<file path="config.mk">
export PLATFORM = sky130hd
export DESIGN_NAME = spi_read_word_packer
export DESIGN_NICKNAME = d
export VERILOG_FILES = /design/src/rtl/spi_read_word_packer_pkg.sv /design/src/rtl/spi_read_word_packer.sv
export SDC_FILE = /design/constraint.sdc
export NUM_CORES = 1
export LEC_CHECK = 0
export ABC_AREA = 1
export CAP_MARGIN = 20
export CORE_MARGIN = 10
export CORE_UTILIZATION = 25
export CTS_CLUSTER_SIZE = 25
export DETAILED_ROUTE_END_ITERATION = 10
export SLEW_MARGIN = 10
export SYNTH_ARGS = -nofsm -noshare
export SYNTH_HDL_FRONTEND = slang
export SYNTH_SLANG_ARGS = --single-unit
export TNS_END_PERCENT = 30
</file>
<file path="constraint.sdc">
create_clock -name system_clk -period 2.3 [get_ports system_clk]
set_clock_uncertainty 0.1 [all_clocks]
set_input_delay 0.46 -clock system_clk [delete_from_list [all_inputs] [get_ports system_clk]]
set_output_delay 0.46 -clock system_clk [all_outputs]
set_load 0.05 [all_outputs]
</file>
<file path="src/rtl/spi_read_word_packer_pkg.sv">
// Shared spi-flash definitions: packer state encoding and byte-lane keep masks.
package spi_read_word_packer_pkg;

   typedef enum logic [1:0] {
      ST_COLLECT = 2'd0,
      ST_HOLD    = 2'd1,
      ST_FLUSH   = 2'd2,
      ST_DONE    = 2'd3
   } packer_state_e;

   localparam logic [3:0] KEEP_NONE = 4'h0;
   localparam logic [3:0] KEEP_1    = 4'h1;
   localparam logic [3:0] KEEP_2    = 4'h3;
   localparam logic [3:0] KEEP_3    = 4'h7;
   localparam logic [3:0] KEEP_ALL  = 4'hF;

   // Keep mask for a partially filled word holding 'held' bytes from lane 0 up.
   function automatic logic [3:0] held_keep(input logic [2:0] held);
      logic [3:0] keep;
      case (held)
         3'd0:    keep = KEEP_NONE;
         3'd1:    keep = KEEP_1;
         3'd2:    keep = KEEP_2;
         3'd3:    keep = KEEP_3;
         default: keep = KEEP_ALL;
      endcase
      return keep;
   endfunction

endpackage

</file>
<file path="src/rtl/spi_read_word_packer.sv">
// Pops read bytes from the flash-read FIFO and packs them little-endian into
// 32-bit beats; a read_finish edge closes the transfer with a last beat and a done pulse.
module spi_read_word_packer
   import spi_read_word_packer_pkg::*;
#(
   parameter int COUNT_W = 16
) (
   input  logic               system_clk,
   input  logic               system_reset_n,
   input  logic               fifo_empty,
   output logic               fifo_rd_en,
   input  logic [7:0]         fifo_dout,
   input  logic               read_finish,
   output logic               out_valid,
   input  logic               out_ready,
   output logic [31:0]        out_data,
   output logic [3:0]         out_keep,
   output logic               out_last,
   output logic [COUNT_W-1:0] byte_count,
   output logic               done
);

   packer_state_e      state_q, state_d;
   logic [3:0][7:0]    lanes_q, lanes_d;
   logic [2:0]         held_q, held_d;
   logic               inflight_q, inflight_d;
   logic               finish_pend_q, finish_pend_d;
   logic               finish_prev_q;
   logic [COUNT_W-1:0] count_q, count_d;
   logic               armed_q;

   localparam logic [COUNT_W-1:0] COUNT_ONE = {{(COUNT_W-1){1'b0}}, 1'b1};

   always_comb begin
      // NOTE: every output of this block gets a default first, so no path can infer a latch.
      state_d       = state_q;
      lanes_d       = lanes_q;
      held_d        = held_q;
      inflight_d    = 1'b0;
      finish_pend_d = finish_pend_q | (read_finish & ~finish_prev_q);
      count_d       = count_q;
      fifo_rd_en    = 1'b0;
      out_valid     = 1'b0;
      out_keep      = KEEP_NONE;
      out_last      = 1'b0;
      done          = 1'b0;

      case (state_q)
         ST_COLLECT: begin
            // armed_q keeps the pop request low until the first edge after reset release.
            fifo_rd_en = armed_q && !fifo_empty && !inflight_q && (held_q < 3'd4);
            inflight_d = fifo_rd_en;
            if (inflight_q) begin
               lanes_d[held_q[1:0]] = fifo_dout;
               held_d               = held_q + 3'd1;
               count_d              = count_q + COUNT_ONE;
               if (held_q == 3'd3) begin
                  state_d = ST_HOLD;
               end
            end else if (finish_pend_q && fifo_empty) begin
               state_d = ST_FLUSH;
            end
         end

         ST_HOLD: begin
            out_valid = 1'b1;
            out_keep  = KEEP_ALL;
            if (out_ready) begin
               lanes_d = '0;
               held_d  = 3'd0;
               state_d = ST_COLLECT;
            end
         end

         ST_FLUSH: begin
            out_valid = 1'b1;
            out_last  = 1'b1;
            out_keep  = held_keep(held_q);
            if (out_ready) begin
               state_d = ST_DONE;
            end
         end

         ST_DONE: begin
            done          = 1'b1;
            count_d       = '0;
            finish_pend_d = 1'b0;
            lanes_d       = '0;
            held_d        = 3'd0;
            state_d       = ST_COLLECT;
         end

         default: state_d = ST_COLLECT;
      endcase
   end

   // NOTE: the lane storage is reset too, because it drives out_data straight to the port.
   always_ff @(posedge system_clk or negedge system_reset_n) begin
      if (!system_reset_n) begin
         state_q       <= ST_COLLECT;
         lanes_q       <= '0;
         held_q        <= 3'd0;
         inflight_q    <= 1'b0;
         finish_pend_q <= 1'b0;
         finish_prev_q <= 1'b0;
         count_q       <= '0;
         armed_q       <= 1'b0;
      end else begin
         state_q       <= state_d;
         lanes_q       <= lanes_d;
         held_q        <= held_d;
         inflight_q    <= inflight_d;
         finish_pend_q <= finish_pend_d;
         finish_prev_q <= read_finish;
         count_q       <= count_d;
         armed_q       <= 1'b1;
      end
   end

   assign out_data   = lanes_q;
   assign byte_count = count_q;

endmodule

</file>
==> results of run 1 <==
==> path summary, 6_finish.rpt <==
check,start,to,depth (start not counted)
hold reg to reg,out_data[4]$_DFFE_PN0P_,out_data[4]$_DFFE_PN0P_,2
setup reg to reg,state_q[1]$_DFFE_PN0P_,byte_count[15]$_DFFE_PN0P_,10
hold / removal,out_data[4]$_DFFE_PN0P_,out_data[4]$_DFFE_PN0P_,2
setup / recovery,state_q[1]$_DFFE_PN0P_,out_keep[0],8
max in group asynchronous,system_reset_n,byte_count[14]$_DFFE_PN0P_,3
min in group asynchronous,system_reset_n,finish_prev_q$_DFF_PN0_,2
==> power groups by stage <==
stage / registers [mW] / clock network (mW) / logic (mW)
after floorplan: 2.32 / 0 / 1.32
after global placement: 1.52 / 0 / 3.27
after detailed placement: 1.52 / 0 / 3.32
after CTS: 1.51 / 0.960 / 3.40
after global routing: 1.56 / 1.02 / 3.67
final: 1.51 / 0.930 / 3.43
==> per-layer routing <==
| metal | share of wire | wire (um) | GRT usage | up-vias |
|---|---|---|---|---|
| li1 | - | - | - | 1222 |
| met1 | 0.44 | 3510 | 0.130 | 1151 |
| met2 | 0.48 | 3760 | 0.162 | 66 |
| met3 | 0.076 | 599 | 0.0462 | 4 |
| met4 | 0.0054 | 43 | 0.0281 | 0 |
| met5 | 0 | 0 | 0 | - |
==> state kept, by name, indices dropped and copies added (netlist names) <==
| signal | count |
|---|---|
| state_q | 2 |
| byte_count | 16 |
| inflight_q | 1 |
| out_data | 32 |
| finish_pend_q | 1 |
| finish_prev_q | 1 |
| armed_q | 1 |
| held_q | 3 |
==> worst max-delay path, stage by stage (launching register included) <==
cell	delay, ns
dfrtp_2	0.43
inv_4	0.06
ha_4	0.28
inv_2	0.04
a21oi_4	0.12
inv_2	0.07
o21ai_4	0.06
o21bai_4	0.14
buf_12	0.15
==> placed cells by master, fill, tap and decap left out, types with 2 or more instances in the layout <==
| cell | instances |
|---|---|
| a21oi_1 | 9 |
| a21oi_4 | 2 |
| buf_12 | 7 |
| buf_4 | 18 |
| clkbuf_8 | 9 |
| clkdlybuf4s50_1 | 59 |
| clkinv_2 | 3 |
| dfrtp_1 | 55 |
| dfrtp_2 | 2 |
| ha_1 | 7 |
| ha_4 | 3 |
| inv_1 | 39 |
| inv_2 | 4 |
| inv_4 | 2 |
| nand2_1 | 84 |
| nand2_2 | 3 |
| nand3_1 | 18 |
| nand3_2 | 5 |
| nand4_1 | 3 |
| nor2_1 | 31 |
| o21ai_0 | 30 |
| o21ai_1 | 16 |
| o21bai_1 | 2 |
==> what timing repair did <==
item	CTS	global route
gates resized for setup	8	3
endpoints found under the hold margin	10	0
hold buffers	1	0
setup endpoints to repair	3	1
pin swaps	1	1
buffers inserted	4	4
==> cell type report <==
cell class	instances	area, um2
fillers	1051	6380
flip-flops and latches	57	1430
inverters	45	174
repair buffers	87	892
multi-input cells	220	1170
well taps	136	170
clock buffers	9	124
clock inverters	7	70.1
==> synthesized netlist by cell type (2+ instances only) <==
master / number
a21oi_1: 10
dfrtp_1: 57
inv_1: 45
o21ai_1: 16
o21bai_1: 3
ha_1: 10
o21ai_0: 32
nand4_1: 3
nand2_1: 86
nand2_2: 2
nand3_1: 18
nand3_2: 5
nor2_1: 31
==> kinds of logic after synthesis <==
logic type               count (synthesis)
AND/OR/NAND/NOR                        146
AO/OA/AOI/OAI                           63
adder cells (fa/ha/maj)                 10
other                                    1
buffers and inverters                   47
flip-flops                              57
==> metrics by stage <==
step	cell area, um2	hold slack, ns	power, mW
3_3_place_gp	3740	0.358	4.79
3_5_place_dp	3740	0.367	4.84
4_1_cts	3990	0.396	5.87
5_1_grt	4030	0.423	6.25
6_report	4030	0.387	5.87
2_1_floorplan	2760	0.0644	3.64
==> run metrics, run 1 <==
post-synthesis compound-gate area fraction 0.125; Yosys cell types 19; Data required, critical path 1.74 ns; die height 124 um; routability cong. 0.794; VDD IR max 0.856 mV; mux share of post-synthesis cell area 0; CTS Buf Count 9; total grt overflow 0; num ports 69; P&R area growth vs syn 49.4%; Setup TNS 0 ns; Clock Latency Late Sink 0.33 ns; Sink Count 57; Power Internal 3.02 mW; CP Class reg2out; gr usage total 0.105; number of flops mapped to enable cells by yosys 0; largest net degree at the start of global routing 23; global-route wire length before repair 12600 um; Switching Share 0.486; Net Sw Power 2.85 mW; Final WS setup 0.0632 ns; Crit Path Max Fanout 3; root buf cell clkbuf_8; number of antenna diodes 0; non-filler cells, final 561; IO Port Bufs 68; min cycle time layout 2.24 ns; Worst-path clk slew 0.06 ns; Die W 124 um; Die ar. 0.0154 mm2; status completed; slew margin rel. 0.631; initial antenna violation count 0; area share of fa/ha/maj cells after synthesis 0.0464; dpl cells 536; Arr. time, crit path 1.68 ns; synthesized flop and latch total 57; maxcap violations 0; fraction of layout cells with a size suffix above 1 0.162; maximum clock path buffer count 2; area of the core 0.0104 mm2; sequential group share of total power 0.258; CTS tree done; dpl ws 0.171 ns; leading area contributor after synthesis dfrtp_1; Mapped Cells 324; DRC violations left 0; post-synthesis sequential area ratio 0.529; Power Density 1460 mW/mm2; vias in the first global route 2411; prevailing post-synth register cell dfrtp_1; vias 2443; FFs w/ async S/R, synth 1.00; Routed WL 7910 um; Worst Hold Class reg2reg; post-synthesis xor/xnor area fraction 0; row cnt 37; Final setup viols 0; max-slew violation count 0; largest family of logic cells by synthesized area simple AND/OR/NAND/NOR gates; fin crit share 0.973; synth top area cells dfrtp_1, nand2_1, inv_1, o21ai_0, ha_1; # nets final 443; Via density 4.35; Starting DRT DRC Count 169; Worst Tran Pin Value 0.551 ns; DR pass1 iterations 4; detailed placement HPWL 6110 um; clock share of power 0.158; Ys Warns 0; H-tree Lvls 3; Hold Vio Cnt, Final 0; Fmax 447 MHz; P_leak 1.85 nW; CP startpoint kind flip-flop; routed len/inst 14.1 um; starting density of the core 0.259; Crit. End Element output port; Avg Inst Size Synth 8.33 um2; Reg2Reg Setup Slack 0.32 ns; top cell type's share of synthesized area 0.529; simple-gate share of the synthesized area 0.230; Detail Route Antenna Nets 0; Util after Layout 0.387; combinational share of power 0.584; Syn Nets 347; synthesized cell area 0.00270 mm2
(Power assumes the default switching activity.)
==> run 2: changes to the inputs <==
--- a/config.mk
+++ b/config.mk
@@ -9,7 +9,7 @@
 export CAP_MARGIN = 20
 export CORE_MARGIN = 10
 export CORE_UTILIZATION = 25
-export CTS_CLUSTER_SIZE = 25
+export CTS_CLUSTER_SIZE = 40
 export DETAILED_ROUTE_END_ITERATION = 10
 export SLEW_MARGIN = 10
 export SYNTH_ARGS = -nofsm -noshare
==> results of run 2 <==
No change in the layout: final DEF, timing and power equal those of run 1.
